--- src/rtl/serial_adder.sv ---
// ----------------------------------------------------------------------------
// serial_adder
//   Bit-serial unsigned adder. It computes {cout,sum} = a + b + cin one bit
//   per clock, LSB first, through a single 1-bit full adder (fadd). The
//   carry-out of each bit is registered and becomes the carry-in of the next.
//   A result takes WIDTH clocks, in exchange for a very small datapath.
//
// Parameters
//   WIDTH  operand/result width in bits (>= 1)
//
// Ports
//   clk    in   system clock, rising edge
//   rst_n  in   asynchronous active-low reset
//   start  in   request; sampled only while idle
//   a, b   in   operands (WIDTH bits); captured on an accepted start
//   cin    in   initial carry; captured on an accepted start
//   busy   out  high while an addition is in progress
//   done   out  one-cycle pulse; sum/cout valid
//   sum    out  result (WIDTH bits); valid from done until the next accept
//   cout   out  final carry; same validity as sum
//   ovf    out  (only with SERIAL_ADDER_OVF_EN) signed two's-complement
//               overflow of a+b+cin; same validity as cout
//
// Configuration macro
//   SERIAL_ADDER_OVF_EN  when defined, adds the ovf output and its register.
// ----------------------------------------------------------------------------

// 1-bit full adder
module fadd (
  input  logic a,
  input  logic b,
  input  logic cin,
  output logic sum,
  output logic cout
);
  assign sum  = a ^ b ^ cin;
  assign cout = (a & b) | (cin & (a ^ b));
endmodule

module serial_adder #(
  parameter int WIDTH = 32
) (
  input  logic             clk,
  input  logic             rst_n,
  input  logic             start,
  input  logic [WIDTH-1:0] a,
  input  logic [WIDTH-1:0] b,
  input  logic             cin,
  output logic             busy,
  output logic             done,
  output logic [WIDTH-1:0] sum,
  output logic             cout
`ifdef SERIAL_ADDER_OVF_EN
  ,
  output logic             ovf
`endif
);

  // Counter needs at least one bit even when WIDTH is 1.
  localparam int CW = (WIDTH > 1) ? $clog2(WIDTH) : 1;
  localparam logic [CW-1:0] LAST = CW'(WIDTH - 1);

  typedef enum logic {
    IDLE,
    RUN
  } state_t;

  state_t           state;
  logic [WIDTH-1:0] a_sh;
  logic [WIDTH-1:0] b_sh;
  logic             carry;
  logic [CW-1:0]    cnt;

  logic             fa_sum;
  logic             fa_cout;
  logic [WIDTH-1:0] sum_shift;

  fadd u_fadd (
    .a    (a_sh[0]),
    .b    (b_sh[0]),
    .cin  (carry),
    .sum  (fa_sum),
    .cout (fa_cout)
  );

  // New sum bit enters at the MSB so the result ends up LSB-aligned after
  // WIDTH shifts. A 1-bit result is simply the current sum bit.
  generate
    if (WIDTH == 1) begin : g_shift_w1
      assign sum_shift = fa_sum;
    end else begin : g_shift_wn
      assign sum_shift = {fa_sum, sum[WIDTH-1:1]};
    end
  endgenerate

  always_ff @(posedge clk or negedge rst_n) begin
    if (!rst_n) begin
      state <= IDLE;
      a_sh  <= '0;
      b_sh  <= '0;
      carry <= 1'b0;
      cnt   <= '0;
      busy  <= 1'b0;
      done  <= 1'b0;
      sum   <= '0;
      cout  <= 1'b0;
`ifdef SERIAL_ADDER_OVF_EN
      ovf   <= 1'b0;
`endif
    end else begin
      // done is a pulse: it only survives an edge that completes an add.
      done <= 1'b0;
      case (state)
        IDLE: begin
          if (start) begin
            a_sh  <= a;
            b_sh  <= b;
            carry <= cin;
            cnt   <= '0;
            busy  <= 1'b1;
            state <= RUN;
          end
        end
        RUN: begin
          sum   <= sum_shift;
          a_sh  <= a_sh >> 1;
          b_sh  <= b_sh >> 1;
          carry <= fa_cout;
          cnt   <= cnt + 1'b1;
          if (cnt == LAST) begin
            cout  <= fa_cout;
`ifdef SERIAL_ADDER_OVF_EN
            // carry still holds the carry into the MSB at this point.
            ovf   <= carry ^ fa_cout;
`endif
            busy  <= 1'b0;
            done  <= 1'b1;
            state <= IDLE;
          end
        end
        default: state <= IDLE;
      endcase
    end
  end

endmodule

--- config.mk ---
export PLATFORM = sky130hd
export DESIGN_NAME = serial_adder
export DESIGN_NICKNAME = d
export VERILOG_FILES = /design/src/rtl/serial_adder.sv
export SDC_FILE = /design/constraint.sdc
export NUM_CORES = 1
export LEC_CHECK = 0
export CORE_MARGIN = 1.5
export CORE_UTILIZATION = 51
export DETAILED_ROUTE_END_ITERATION = 7
export PLACE_DENSITY = 0.81
export SLEW_MARGIN = 5
export SYNTH_ARGS = -nofsm -noshare
export SYNTH_HDL_FRONTEND = slang
export SYNTH_SLANG_ARGS = --single-unit
--- constraint.sdc ---
create_clock -name clk -period 1.95 [get_ports clk]
set_clock_uncertainty 0.15 [all_clocks]
set_input_delay 0.2925 -clock clk [delete_from_list [all_inputs] [get_ports clk]]
set_output_delay 0.2925 -clock clk [all_outputs]
set_load 0.01 [all_outputs]
## Word level (Yosys, flattened, before mapping)

Index checks and enable logic that the tools add are counted.

- $lt $le $gt $ge: 0
- Eq/ne operators: 3
- Divide/modulo/power cells: 0
- Shifts and indexed selects: 0
- Bitwise gates (word level): 6
- Reduce and logical (&&, ||, !) cells: 2
- Multiplexer cells: 16
- Add/sub/neg operators: 1
- Multipliers: 0

Operator list:

| kind | count |
|---|---|
| $pmux W32 S2 | 2 |
| $mux W32 | 2 |
| $pmux W5 S2 | 1 |
| $mux W1 | 7 |
| $pmux W1 S2 | 3 |
| $add A5 B1 Y5 const B | 1 |
| $eq A5 B5 Y1 const B | 1 |
| $mux W5 | 1 |
| $reduce_and A2 Y1 | 2 |
| $and A1 B1 Y1 | 2 |
| $ne A2 B1 Y1 const B | 1 |
| $ne A2 B2 Y1 const B | 1 |
| $xor A1 B1 Y1 | 2 |
| $not A1 Y1 | 1 |
| $or A1 B1 Y1 | 1 |

- Word-level logic and storage cells: 37
- Memories: 0
- ROM bits: 0
- Output and inout bits: 35
- Bits in latches: 0
- RAM bits: 0
- Register bits after elaboration: 106
- Bits of input ports: 68

## Logic depth before layout (Yosys ltp)

Gate-level depths: netlist (run 1).

- Depth after elaboration: 4
- Mapped depth: 5
- Gate-level depth less buffers: 5

## Hierarchy

Synthesis (run 1) repeated with hierarchy kept, for this count alone.

- Cells, all modules: 384
- Area, all modules: 4,673.2 µm²

Modules (own cells, without submodules):

| module | area an instance (µm²) | cells each | sequential area each (µm²) | instances |
|---|---|---|---|---|
| serial_adder | 4,653.2 | 383 | 2,652.5 | 1 |
| fadd | 20.0 | 1 | 0.0 | 1 |

## Worst setup path before layout (run 1)

OpenSTA, ideal clock, no wires.

- Kind: register -> register
- Start point: register cnt[0]
- End point: register cout
- Required time: 1,675 ps
- Clock period less this slack: 1,670 ps
- Cell stages (with the launch flop): 6
- Setup time: 125 ps
- Arrival: 1,394 ps
- Path buffers: 0
- Setup slack: 280 ps
- Cells stage by stage: dfrtp_1 -> ha_1 -> and3_1 -> ha_1 -> and2_4 -> mux2_4

- Cells in the longest elaborated chain, start to end: 2

Ends and longest elaborated chain:

| what | RTL line | text |
|---|---|---|
| start: declaration | 72 | `logic [CW-1:0] cnt;` |
| start signal: assignment | 129 | `cnt <= cnt + 1'b1;` |
| $eq A5 B5 Y1 | 130 | `if (cnt == LAST) begin` |
| $reduce_and A2 Y1 (no source line) | - |  |
| end signal: assignment | 131 | `cout <= fa_cout;` |
| end: declaration | 52 | `output logic cout` |

Every way passes these cells.
A chain may end at the register's enable or synchronous reset.

## Final worst setup path (run 1)

- Start point: register sum[12]
- End point: output sum[12]

RTL lines:

| what | RTL line | text |
|---|---|---|
| start: declaration | 51 | `output logic [WIDTH-1:0] sum,` |
| start signal: assignment | 125 | `sum <= sum_shift;` |

No word-level cell between the ends.

==> impl_metrics.py, run 1 <==
metrics = {
    "cts": {
        "clock_sinks": 106,
        "cts_tree": "built",
        "path_clk_slew_ns": 0.10,
        "htree_num_levels": 3,
        "cts_buffers": 9,
        "cts_root_buf": "clkbuf_8",
        "clkLatencyLatePin_ns": 0.36,
        "postCtsSetupBuffers": 0,
        "max-clock-path-buffers": 2,
    },
    "detailed_routing": {
        "wl_per_cell_um": 14.4,
        "drtPass1Iterations": 6,
        "routed_wl_mm": 8.52,
        "antenna_left": 0,
        "drc": 4,
        "num_vias": 3048,
        "via_per_inst": 5.16,
        "first_iter_violations": 107,
    },
    "floorplan": {
        "die_width_um": 98.7,
        "row_count": 34,
        "coreArea_mm2": 0.00881,
        "die-area_mm2": 0.00974,
        "initial_core_util_pct": 53.0,
        "die-height_um": 98.7,
        "io_pins": 103,
    },
    "yosys": {
        "syn_nets": 456,
        "synth_seq_cells": 106,
        "synth_edf_count": 0,
        "syn_avg_cell_area_um2": 12.2,
        "ys.flop_type": "dfrtp_1",
        "synthCells": 384,
        "async_flop_share_pct": 100,
        "yosysUniqueCellTypes": 26,
        "synth_area_mm2": 0.00467,
        "ys_warn_count": 0,
        "yosysSeqAreaShare_pct": 56.8,
    },
    "placement": {
        "dpl.hpwl_mm": 5.75,
        "place.gp.congestion": 0.700,
        "port_buffers": 102,
        "dpl.cell_count": 574,
        "post_dp_cell_area_mm2": 0.00571,
    },
    "timing": {
        "slew_violations": 0,
        "slew_headroom_pct": 63.5,
        "min_period_over_period_pct": 90.9,
        "max_freq_mhz": 564,
        "worstMarginPinSlew_ns": 0.548,
        "hold-worst-slack_ns": 0.260,
        "fin_tns_setup_ns": 0,
        "setup_viol": 0,
        "finalCriticalPeriod_ns": 1.77,
        "hold_viol_final": 0,
        "rsz0062_at_grt": "false",
    },
    "critical_path": {
        "r2r-end": "cout",
        "crit_chain": "clkdlybuf4s50_1",
        "critPathSlowestCell": "clkdlybuf4s50_1",
        "crit_start": "sum[12]",
        "critPathLaunchType": "flip-flop",
        "path_buf_inv": 1,
        "path_depth": 1,
        "regToRegSetupSlack_ns": 0.22,
        "crit_path_end_kind": "primary output",
        "reg2reg_depth": 5,
        "r2r-start": "cnt[0]",
        "worstPathRequired_ns": 1.51,
        "crit_family": "buffers and inverters",
        "worstSetupPathType": "flip-flop to primary output",
        "max_stage_delay_ns": 0.55,
        "path_max_fanout": 3,
        "endpoint": "sum[12]",
        "cp.arrival_ns": 1.33,
    },
    "power_and_ir_drop": {
        "ir_worst_vdd_v": 0.000779,
        "leakagePower_nw": 2.72,
        "power_density_mw_per_mm2": 1280,
    },
    "finish": {
        "drive_gt1_share_pct": 12.4,
        "num-nets-final": 550,
        "seqCellArea_mm2": 0.00266,
        "antennaDiodeCount": 0,
        "multiInputGateArea_mm2": 0.00177,
        "syn2layout_area_growth_pct": 26.4,
        "layout.cells.non_filler": 591,
        "fillers": 707,
        "final_area_mm2": 0.00590,
    },
    "worst_hold_path": {
        "hp-start": "start",
        "hold_depth": 3,
        "min_path_type": "primary input to flip-flop",
    },
    "run_status": {
        "outcome": "finished, violations left",
        "violations": "DRC",
    },
    "global_routing": {
        "grtUsageTotal_pct": 18.4,
        "grt_overflow": 0,
        "grt_pass1_wl_mm": 14.3,
        "grt_start_max_net_pins": 107,
        "grt_pass1_vias": 2973,
        "antenna_found_initial": 0,
    },
    "flow_run": {
        "timing.max_cap.violations": 0,
    },
}
[sequential cells by signal, summed over array words and instances, names as in the netlist, 5 cells and up]
signal,cells
a_sh,32
b_sh,32
cnt,5
sum,32
[cell families (layout without fill, tap and decap cells)]
logic type	count (synthesis)	after routing	share of synthesized area [%]
flip-flops	106	106	56.8
multiplexers	99	99	22.2
AND/OR/NAND/NOR	77	77	6.62
AO/OA/AOI/OAI	68	68	7.45
buffers and inverters	28	127	5.36
adder cells (fa/ha/maj)	4	4	1.23
XOR/XNOR	2	2	0.375
[layout make-up]
type,count,share of cell area (%)
flip-flops and latches,106,45.0
clock buffers,10,2.33
multi-input cells,250,29.9
repair buffers,110,19.5
clock inverters,6,0.848
well taps,108,2.29
inverters,1,0.0636
[through the flow]
step	util [%]	setup slack, ns	power (mW)
3_5_place_dp	64.8	0.230	6.36
3_3_place_gp	64.8	0.258	6.21
6_report	67.1	0.178	7.57
2_1_floorplan	-	0.280	5.16
5_1_grt	67.1	0.122	8.10
4_1_cts	67.1	0.152	7.67
[timing repair]
item | 4_1_cts | 5_1_grt
hold buffers | 1 | 0
hold endpoints to repair | 106 | 0
resized for setup | 0 | 0
[worst reg2reg max path, stage by stage (launching register included)]
cell and delay [ns]:
dfrtp_1 0.42, ha_1 0.24, and3_1 0.20, ha_1 0.17, and2_4 0.16, mux2_4 0.28
[routing by layer]
metal	vias to the layer above	global-route usage (%)	wire (um)
met5	-	0	0
li1	1502	-	-
met2	60	29.4	4170
met3	11	3.97	367
met4	0	6.26	123
met1	1475	25.1	3860
[worst min-delay path by stage]
stage | to | slack (ns)
final | cnt[1] | 0.26
after floorplan | a_sh[0] | -0.15
after global routing | cnt[1] | 0.26
after global placement | sum[2] | 0.25
after detailed placement | sum[1] | 0.27
after CTS | cnt[1] | 0.24
[cell usage in the layout (no fill, tap or decap), drive strengths merged]
| cell type | netlist | final |
|---|---|---|
| clkdlybuf4s50 | 0 | 100 |
| clkbuf | 3 | 10 |
| ha | 3 | 3 |
| buf | 24 | 9 |
| nand2 | 65 | 65 |
| dfrtp | 106 | 106 |
| inv | 1 | 3 |
| nor2 | 5 | 5 |
| clkinv | 0 | 3 |
| a21o | 1 | 1 |
| nand2b | 3 | 3 |
| nand3 | 1 | 1 |
| xnor2 | 1 | 1 |
| and3 | 1 | 1 |
| and2 | 1 | 1 |
| dlygate4sd3 | 0 | 1 |
| nor3b | 1 | 1 |
| fa | 1 | 1 |
| mux2 | 33 | 33 |
| o21ai | 65 | 65 |
| mux2i | 66 | 66 |
| clkinvlp | 0 | 1 |
| o22ai | 1 | 1 |
| a22o | 1 | 1 |
| xor2 | 1 | 1 |
[report_power, final]
group / switching, mW / total (mW) / internal (mW) / leakage (nW)
logic: 1.06 / 2.62 / 1.56 / 1.25
clock network: 0.771 / 1.29 / 0.516 / 0.0948
registers: 0.600 / 3.66 / 3.06 / 1.37
total: 2.43 / 7.57 / 5.14 / 2.72
[synthesized netlist by cell type, types with 2 or more instances]
library cell,number,area (um2)
buf_2,8,40.0
dfrtp_1,106,2650
buf_6,8,90.1
nand2_1,65,244
o21ai_1,63,315
mux2i_1,66,661
o21ai_0,2,10.0
buf_8,6,90.1
buf_4,2,15.0
mux2_2,32,360
nand2b_1,3,18.8
nor2_1,5,18.8
ha_1,3,37.5
clkbuf_1,3,11.3
(Power assumes the default switching activity.)
==> run 2: changes to the inputs <==
--- a/config.mk
+++ b/config.mk
@@ -13,3 +13,4 @@
 export SYNTH_ARGS = -nofsm -noshare
 export SYNTH_HDL_FRONTEND = slang
 export SYNTH_SLANG_ARGS = --single-unit
+export TNS_END_PERCENT = 20
==> results of run 2 <==
No change in the layout: final DEF, timing and power equal those of run 1.
==> run 3: changes to the inputs <==
--- a/config.mk
+++ b/config.mk
@@ -6,9 +6,9 @@
 export NUM_CORES = 1
 export LEC_CHECK = 0
 export CORE_MARGIN = 1.5
-export CORE_UTILIZATION = 51
+export CORE_UTILIZATION = 40
 export DETAILED_ROUTE_END_ITERATION = 7
-export PLACE_DENSITY = 0.81
+export PLACE_DENSITY = 0.63
 export SLEW_MARGIN = 5
 export SYNTH_ARGS = -nofsm -noshare
 export SYNTH_HDL_FRONTEND = slang
==> run 3 against run 2 <==
- the run now ends clean
- clock power rose by 48%
- combinational power barely moved
- register-to-register slack barely moved
- global-route usage fell by 2.8 points
- power rose by 7.7%
- worst hold slack improved by 0.073 ns
- first-iteration DRC count rose by 0.93%
- critical path depth did not move
- sequential share of layout area fell by 1.2 points
- sequential power barely moved
- largest power group unchanged
==> impl_metrics.py, run 3 (synthesis gave the netlist of run 1 again) <==
metrics = {
    "run_status": {
        "outcome": "finished, final reports clean",
    },
    "cts": {
        "cts_tree": "built",
        "cts_root_buf": "clkbuf_16",
        "cts_buffers": 9,
        "path_clk_slew_ns": 0.07,
        "cts_resized": 0,
        "clock_sinks": 106,
        "postCtsSetupBuffers": 0,
        "htree_num_levels": 3,
        "clkLatencyLatePin_ns": 0.33,
        "max-clock-path-buffers": 2,
    },
    "critical_path": {
        "regToRegSetupSlack_ns": 0.23,
        "cp.arrival_ns": 1.28,
        "reg2reg_depth": 5,
        "path_buf_inv": 1,
        "path_max_fanout": 3,
        "max_stage_delay_ns": 0.55,
        "crit_family": "buffers and inverters",
        "r2r-end": "cout",
        "critPathLaunchType": "flip-flop",
        "critPathSlowestCell": "clkdlybuf4s50_1",
        "path_depth": 1,
        "r2r-start": "cnt[0]",
        "worstPathRequired_ns": 1.51,
        "crit_path_end_kind": "primary output",
        "crit_chain": "clkdlybuf4s50_1",
        "worstSetupPathType": "flip-flop to primary output",
    },
    "timing": {
        "fin_tns_setup_ns": 0,
        "rsz0062_at_grt": "false",
        "finalCriticalPeriod_ns": 1.72,
        "hold_viol_final": 0,
        "max_freq_mhz": 581,
        "min_period_over_period_pct": 88.3,
        "slew_violations": 0,
        "setup_viol": 0,
        "slew_headroom_pct": 65.7,
        "worstMarginPinSlew_ns": 0.514,
    },
    "detailed_routing": {
        "antenna_left": 0,
        "routed_wl_mm": 8.99,
        "first_iter_violations": 108,
        "drc": 0,
        "num_vias": 3042,
        "via_per_inst": 4.84,
        "drtPass1Iterations": 4,
        "wl_per_cell_um": 14.3,
    },
    "placement": {
        "place.gp.congestion": 0.686,
        "dpl.cell_count": 612,
        "post_dp_cell_area_mm2": 0.00575,
        "port_buffers": 102,
        "dpl.hpwl_mm": 6.07,
    },
    "finish": {
        "seqCellArea_mm2": 0.00266,
        "num-nets-final": 553,
        "drive_gt1_share_pct": 12.4,
        "final_common_cell": "dfrtp_1",
        "syn2layout_area_growth_pct": 29.9,
        "final_area_mm2": 0.00607,
        "multiInputGateArea_mm2": 0.00177,
        "reg_top3": "a_sh x32, b_sh x32, sum x32",
        "layout.cells.non_filler": 628,
        "antennaDiodeCount": 0,
        "final_cell_mix": "105 x dfrtp_1, 100 x clkdlybuf4s50_1, 66 x mux2i_1",
        "fillers": 1044,
    },
    "floorplan": {
        "coreArea_mm2": 0.0114,
        "die-area_mm2": 0.0123,
        "row_count": 39,
        "initial_core_util_pct": 40.9,
        "die_width_um": 111,
        "io_pins": 103,
        "die-height_um": 111,
    },
    "global_routing": {
        "grt_pass1_vias": 3142,
        "grt_pass1_wl_mm": 15.6,
        "grt_start_max_net_pins": 49,
        "grt_overflow": 0,
        "antenna_found_initial": 0,
        "grtUsageTotal_pct": 15.6,
    },
    "flow_run": {
        "timing.max_cap.violations": 0,
    },
    "power_and_ir_drop": {
        "leakagePower_nw": 2.78,
        "ir_worst_vdd_v": 0.000631,
        "power_density_mw_per_mm2": 1340,
    },
    "worst_hold_path": {
        "min_path_type": "primary input to async pin",
    },
}
[run 3: cell count changes in the layout (fill, tap and decap cells not counted)]
cell / delta
clkinv_4: -2
inv_6: -1
clkbuf_1: +2
clkbuf_16: +9
clkinvlp_4: -1
buf_12: -2
clkbuf_8: -9
buf_4: +5
bufinv_16: +2
inv_8: -1
[run 3: layout make-up]
| cell class | count | area share [%] |
|---|---|---|
| timing repair buffer | 113 | 19.0 |
| multi-input combinational | 250 | 29.1 |
| clock inverter | 3 | 1.07 |
| clock buffer | 12 | 4.06 |
| tap | 143 | 2.95 |
| inverter | 1 | 0.0618 |
| sequential | 106 | 43.8 |
[run 3: power breakdown]
part | internal, mW | switching (mW)
registers | 3.07 | 0.572
logic | 1.54 | 1.06
clock network | 1.15 | 0.758
total | 5.76 | 2.39
[run 3: stage by stage]
step           total power [mW]  utilization, %  worst slack [ns]  hold slack [ns]
2_1_floorplan              5.16               -             0.280           -0.153
3_3_place_gp               6.23            50.3             0.255            0.150
3_5_place_dp               6.33            50.3             0.230            0.154
4_1_cts                    8.28            53.2             0.197            0.342
5_1_grt                    8.74            53.2             0.160            0.363
6_report                   8.15            53.2             0.228            0.333
[run 3: how the worst max path moves through the flow]
stage / start / endpoint
2_1_floorplan: cnt[0] / cout
3_3_place_gp: cnt[0] / cout
3_5_place_dp: cnt[0] / cout
4_1_cts: sum[31] / sum[31]
5_1_grt: cnt[0] / cout
6_report: sum[31] / sum[31]
[run 3: timing repair]
action / 4_1_cts / 5_1_grt
endpoints found under the setup margin: 0 / 0
endpoints found under the hold margin: 33 / 0
hold buffers: 1 / 0
[run 3: metal layers]
layer / global-route usage, % / vias to the layer above / wire [um]
met5: 0 / - / 0
met4: 6.58 / 0 / 172
met3: 3.17 / 9 / 397
met2: 24.3 / 59 / 4170
met1: 21.4 / 1460 / 4250
li1: - / 1514 / -
